$ cat src/rtl/music_channel_selector.sv
// Routes playback to one of NUM_CH song players via one-hot clock enables,
// with a muted gap and restart pulse on every change. Option: MUSIC_SEL_AUTO_ADVANCE_EN.
module music_channel_selector #(
    parameter  int NUM_CH     = 4,
    parameter  int GAP_CYCLES = 16,
    parameter  int RESET_CH   = 0,
    localparam int SEL_W      = $clog2(NUM_CH)
) (
    input  logic              clock_in,
    input  logic              reset,
    input  logic              sel_load,
    input  logic [SEL_W-1:0]  sel_idx,
    input  logic              btn_next,
    input  logic [NUM_CH-1:0] song_done,
    output logic [NUM_CH-1:0] ch_enable,
    output logic [NUM_CH-1:0] ch_restart,
    output logic [SEL_W-1:0]  cur_ch,
    output logic              switching
);

    localparam int CNT_W = (GAP_CYCLES > 1) ? $clog2(GAP_CYCLES) : 1;
    localparam logic [CNT_W-1:0] GAP_LOAD = CNT_W'(GAP_CYCLES - 1);
    localparam logic [SEL_W-1:0] LAST_CH  = SEL_W'(NUM_CH - 1);
    localparam logic [SEL_W-1:0] RST_CH   = SEL_W'(RESET_CH);

    if (GAP_CYCLES < 1) begin : g_bad_gap
        $error("GAP_CYCLES must be at least 1");
    end

    typedef enum logic [1:0] {
        INIT,
        START,
        PLAY,
        GAP
    } state_t;

    state_t            state_q, state_d;
    logic [SEL_W-1:0]  cur_q, cur_d;
    logic [CNT_W-1:0]  cnt_q, cnt_d;
    logic              sel_ok;
    logic              req;
    logic [SEL_W-1:0]  tgt;
    logic [SEL_W-1:0]  nxt_ch;
    logic              auto_req;
    logic [NUM_CH-1:0] ch_onehot;

    assign sel_ok    = {1'b0, sel_idx} < (SEL_W + 1)'(NUM_CH);
    assign nxt_ch    = (cur_q == LAST_CH) ? '0 : cur_q + 1'b1;
    assign ch_onehot = {{(NUM_CH - 1){1'b0}}, 1'b1} << cur_q;

`ifdef MUSIC_SEL_AUTO_ADVANCE_EN
    assign auto_req = (state_q == PLAY) && song_done[cur_q];
`else
    logic unused_song_done;
    assign unused_song_done = ^song_done;
    assign auto_req         = 1'b0;
`endif

    // State, channel and gap counter registers
    always_ff @(posedge clock_in) begin
        if (reset) begin
            state_q <= INIT;
            cur_q   <= RST_CH;
            cnt_q   <= '0;
        end else begin
            state_q <= state_d;
            cur_q   <= cur_d;
            cnt_q   <= cnt_d;
        end
    end

    // Request priority decode: direct load, then next button, then auto
    always_comb begin
        req = 1'b0;
        tgt = cur_q;
        if (sel_load && sel_ok) begin
            req = 1'b1;
            tgt = sel_idx;
        end else if (btn_next) begin
            req = 1'b1;
            tgt = nxt_ch;
        end else if (auto_req) begin
            req = 1'b1;
            tgt = nxt_ch;
        end
    end

    // Next-state logic; requests only land in PLAY and GAP
    always_comb begin
        state_d = state_q;
        cur_d   = cur_q;
        cnt_d   = cnt_q;
        unique case (state_q)
            INIT:  state_d = START;
            START: state_d = PLAY;
            PLAY: begin
                if (req) begin
                    state_d = GAP;
                    cur_d   = tgt;
                    cnt_d   = GAP_LOAD;
                end
            end
            GAP: begin
                if (req) begin
                    cur_d = tgt;
                    cnt_d = GAP_LOAD;
                end else if (cnt_q == '0) begin
                    state_d = START;
                end else begin
                    cnt_d = cnt_q - 1'b1;
                end
            end
            default: state_d = INIT;
        endcase
    end

    // Output decode from registered state and channel
    always_comb begin
        ch_enable  = '0;
        ch_restart = '0;
        switching  = 1'b1;
        unique case (state_q)
            START: ch_restart = ch_onehot;
            PLAY: begin
                ch_enable = ch_onehot;
                switching = 1'b0;
            end
            default: ;
        endcase
    end

    assign cur_ch = cur_q;

endmodule

$ cat config.mk
export PLATFORM = sky130hd
export DESIGN_NAME = music_channel_selector
export DESIGN_NICKNAME = d
export VERILOG_FILES = /design/src/rtl/music_channel_selector.sv
export SDC_FILE = /design/constraint.sdc
export NUM_CORES = 1
export LEC_CHECK = 0
export CORE_MARGIN = 3
export CORE_UTILIZATION = 44
export DETAILED_ROUTE_END_ITERATION = 8
export GPL_ROUTABILITY_DRIVEN = 0
export GPL_TIMING_DRIVEN = 0
export HOLD_SLACK_MARGIN = 0.08
export PLACE_DENSITY_LB_ADDON = 0.05
export SYNTH_ARGS = -nofsm -noshare
export SYNTH_HDL_FRONTEND = slang
export SYNTH_SLANG_ARGS = --single-unit
export TNS_END_PERCENT = 50
$ cat constraint.sdc
create_clock -name clock_in -period 2.4 [get_ports clock_in]
set_clock_uncertainty 0.15 [all_clocks]
set_input_delay 0.6 -clock clock_in [delete_from_list [all_inputs] [get_ports clock_in]]
set_output_delay 0.6 -clock clock_in [all_outputs]
set_load 0.05 [all_outputs]
==> results of run 1 <==
-- worst max-delay path: cells and delay by family (launching register included) --
family,cells,cell delay (ps)
buffers and inverters,2,510
and+or+nand+nor,1,130
DFF,1,420
adders and majority gates,1,220
-- final timing paths --
| kind | start | cells after the start | endpoint | slack [ps] |
|---|---|---|---|---|
| setup / recovery | cur_ch[0]$_SDFFE_PP0P_ | 4 | ch_restart[2] | 120 |
| hold reg to reg | cnt_q[0]$_SDFFE_PP0P_ | 1 | cnt_q[0]$_SDFFE_PP0P_ | 370 |
| hold / removal | cnt_q[0]$_SDFFE_PP0P_ | 1 | cnt_q[0]$_SDFFE_PP0P_ | 370 |
| setup reg to reg | state_q[0]$_SDFFE_PP0P_ | 5 | cnt_q[1]$_SDFFE_PP0P_ | 430 |
-- stage by stage --
stage,area [um^2],utilization [%],worst slack [ps]
2_1_floorplan,658,-,273
3_3_place_gp,827,61.3,-21.2
3_5_place_dp,827,61.3,-37.8
4_1_cts,846,62.7,1.98
5_1_grt,826,61.2,6.84
6_report,826,61.2,119
-- flip-flops by register name, summed over array words and instances (netlist names) --
signal and count:
state_q 2, cur_ch 2, cnt_q 4
-- synthesized netlist by cell type, types with 2 or more instances --
cell      number
a211oi_1       2
a21oi_1        3
and2_1         8
dfxtp_1        8
ha_1           9
inv_1          9
mux2_2         3
nor2_1         8
nor3_1         2
nor3b_1        2
o31ai_1        2
or2_2          2
-- area by class of cell --
class / count / share of cell area (%)
clock buffers: 3 / 2.73
multi-input cells: 56 / 54.4
well taps: 15 / 2.27
inverters: 9 / 4.09
repair buffers: 15 / 15.3
plain buffers: 2 / 1.82
flip-flops and latches: 8 / 19.4
-- power breakdown --
part,leakage (nW),switching (mW),total [mW],internal [mW]
combinational,0.283,0.357,0.602,0.246
clock,0.0138,0.0450,0.102,0.0572
sequential,0.0659,0.0630,0.257,0.194
-- routing by layer --
metal  wire, um  up-vias  share of wire, %
met2        519       15                39
met3        113        2               8.6
met1        676      241                51
met5          0        -                 0
li1           -      300                 -
met4         11        0              0.83
-- cell families after synthesis --
kind of cell	after synthesis	synth area share (%)
simple gates	27	24.5
compound gates	16	20.0
buf+inv	11	7.41
fa+ha+maj	9	17.1
flops	8	24.3
mux	4	6.65
-- what timing repair did --
action / CTS / global route
gates resized for setup: 15 / 4
endpoints found under the setup margin: 9 / 4
setup buffers: 0 / 0
pin swaps: 0 / 0
==> flow_summary.ini, run 1 <==
[global_route]
grt-ovfl-total = 0
grt_pass1_wl_um = 2170
grt_util_all_layers_pct = 15.1
grt_max_degree = 11
gr-max-usage-layer = met2
grtUsageMet1_pct = 18.7
met3_usage_pct = 8.13
use_met2_pct = 21.8
grt_pass1_vias = 482
antenna_found_initial = 0

[run_status]
status = finished, final reports clean

[synth]
synth_area_leaders = dfxtp_1 24%, ha_1 17%, and2_1 7.6%
yosys_warnings = 0
synth_seq_cells = 8
synth_ff_type = dfxtp_1
netlist_area_um2 = 658
syn_area_per_cell_um2 = 8.78
synth.distinct_cells = 29
synth_nets = 94
synthCells = 75
async_flop_share_pct = 0
synth_edf_count = 0
yosys.area.top_type = dfxtp_1
ys_seq_area_share_pct = 24.3
synth_top_area_share_pct = 24.3

[clock_tree]
path_clk_slew_ps = 60
cts_max_level = 1
cts_buffers = 3
tritoncts = yes
worstSkewPairLatency_ps = 260
cts_buffer_depth = 2
holdBufCountCts = 0
root_buffer = clkbuf_4
clock-sinks = 8

[final_layout]
diodes = 0
area_growth_pct = 25.5
regArea_um2 = 160
drive_gt1_share_pct = 20.4
multiInputGateArea_um2 = 449
n_fill_cell = 139
layoutNonFillerInstCount = 108
num-nets-final = 114
layout_common_cells = 9 x inv_1, 9 x ha_1, 8 x and2_1, 8 x nor2_1, 8 x dfxtp_1

[worst_hold_path]
hp-class = register to register

[worst_setup_path]
critPathLaunchType = register
required_ps = 1650
cp_cell_sequence = inv_1, ha_1, and2_1, dlygate4sd2_1
critPathSlowestCell = dfxtp_1
arrival_ps = 1530
slowest_delay_ps = 420
cp-end-kind = primary output
worstSetupPathType = register to primary output
worstPathMaxFanout = 6

[sta]
final_hold_viol_count = 0
setup_violations = 0
max_slew.worst_pin.slew_ps = 493
min_period_over_period_pct = 95.0
holdWs_ps = 368
rsz0062_at_grt = false
finalCriticalPeriod_ps = 2280
finalMaxSlewViolations = 0
slew_headroom_pct = 67.0
fmax_mhz = 438
setup_tns_ps = 0

[power_and_ir_drop]
powerDensity_nw_per_um2 = 1160
vdd.ir_drop.worst_mv = 0.539
p_leak_nw = 0.363
power_uw = 961

[route]
final_antenna_net_count = 0
vias = 558
drt_wl_total_um = 1320
via_per_inst = 5.17
drt_iter0_drc = 11
wl_per_cell_um = 12.2
dr.pass1.iters = 4
drc_errors = 0

[die]
row_count = 13
io_pins = 21
dieArea_um2 = 2000
core_um2 = 1350
initial_core_util_pct = 48.7
die_h_um = 44.7
die_w_um = 44.7

[placed_design]
dp_hpwl_um = 1040
place_inst = 105
portBuffers = 15

[flow_run]
max-cap-violations = 0
(Power assumes the default switching activity.)
==> inputs of run 2 (changes only) <==
- GPL_ROUTABILITY_DRIVEN: 0 -> default
- REMOVE_ABC_BUFFERS: default -> 1
==> run 2 against run 1 <==
  * Register-to-register slack about the same
  * Critical path type unchanged
  * Die area unchanged
  * Cell count down 0.93%
  * Core utilization down 0.83 points
  * Cell area down 1.4%
  * Sequential cell count unchanged
  * Fmax down 0.82%
==> flow_summary.ini, run 2 (synthesis results as in run 1) <==
[placed_design]
gp_congestion = 0.726
portBuffers = 16
dp_hpwl_um = 1030
dp_slack_ps = -73.6

[clock_tree]
cts_buffers = 3
worstSkewPairLatency_ps = 250
cts_buffer_depth = 2
path_clk_slew_ps = 60
clock-sinks = 8
cts_max_level = 1
tritoncts = yes
root_buffer = clkbuf_4

[route]
dr.pass1.iters = 4
drt_wl_total_um = 1340
wl_per_cell_um = 12.5
drt_iter0_drc = 6
drc_errors = 0
vias = 589
final_antenna_net_count = 0
via_per_inst = 5.50

[final_layout]
num-nets-final = 113
drive_gt1_share_pct = 19.6
diodes = 0
fin_util_pct = 60.3
area_growth_pct = 23.8
layout_common_cells = 9 x inv_1, 9 x ha_1, 8 x and2_1, 8 x nor2_1, 8 x dfxtp_1
top_register = cnt_q
largest_reg_flops = 4

[global_route]
grt_pass1_vias = 539
grt_max_degree = 14
grt-ovfl-total = 0
grt_pass1_wl_um = 2240
grt_util_all_layers_pct = 15.1
antenna_found_initial = 0

[run_status]
status = finished, final reports clean

[worst_setup_path]
worstSetupPathType = register to primary output
critPathLaunchType = register
cp-end-kind = primary output
worstPathMaxFanout = 4
required_ps = 1650
arrival_ps = 1550
ff2ff_path_depth = 5

[worst_hold_path]
holdPathStages = 1
hp-class = register to register

[power_and_ir_drop]
powerDensity_nw_per_um2 = 1190
vdd.ir_drop.worst_mv = 0.533
p_leak_nw = 0.360

[die]
row_count = 13
io_pins = 21
core_um2 = 1350
initial_core_util_pct = 48.7
dieArea_um2 = 2000
die_h_um = 44.7
die_w_um = 44.7

[flow_run]
max-cap-violations = 0

[sta]
fmax_mhz = 435
slew_headroom_pct = 66.9
finalMaxSlewViolations = 0
max_slew.worst_pin.slew_ps = 494
rsz0062_at_grt = false
setup_violations = 0
final_hold_viol_count = 0
setup_slack_ps = 100
min_period_over_period_pct = 95.8
setup_tns_ps = 0
finalCriticalPeriod_ps = 2300
## run 2: cell count changes in the layout (fill, tap and decap cells not counted), sizes merged
cell,previous run,this run
buf,1,0
clkdlybuf4s15,1,0
clkdlybuf4s50,6,7
## run 2: layout make-up
type                       instances  area (um^2)
fill                             138          536
multi-input combinational         56          449
sequential                         8          160
timing repair buffer              16          130
inverter                           9         33.8
clock buffer                       3         22.5
tap                               15         18.8
## run 2: critical path, stage by stage (launching register included)
cell and delay (ps):
dfxtp_1 320, inv_1 110, ha_1 210, and2_1 130, dlygate4sd2_1 520
## run 2: layer usage
metal	share of wire (%)	up-vias	track usage, %
met3	8.4	4	4.07
met2	44	28	24.1
met5	0	-	0
li1	-	300	-
met4	0.90	0	7.23
met1	47	257	18.6
## run 2: stage by stage
step                      hold WS [ps]  power (mW)  std cells  cell area [um^2]
after floorplan                    318       0.717         73               643
after global placement             358       0.874        104               822
after detailed placement           356       0.887        104               822
after CTS                          366       0.977        107               835
after global routing               394        1.05        107               815
final                              373       0.969        107               815
## run 2: path summary, 6_finish.rpt
path | start | slack (ps) | endpoint
max | state_q[1]$_SDFFE_PP0P_ | 100 | ch_restart[1]
max reg2reg | state_q[0]$_SDFFE_PP0P_ | 440 | cnt_q[1]$_SDFFE_PP0P_
min | cnt_q[0]$_SDFFE_PP0P_ | 370 | cnt_q[0]$_SDFFE_PP0P_
min reg2reg | cnt_q[0]$_SDFFE_PP0P_ | 370 | cnt_q[0]$_SDFFE_PP0P_
## run 2: power breakdown
group / internal [mW] / switching, mW / total (mW)
combinational: 0.242 / 0.364 / 0.606
clock: 0.0573 / 0.0470 / 0.104
sequential: 0.194 / 0.0650 / 0.259
## run 2: timing repair
action                                 in CTS  in global routing
setup endpoints to repair                   9                  5
setup buffers                               0                  0
endpoints found under the hold margin       0                  0
hold buffers                                0                  0
resized for setup                          10                  9
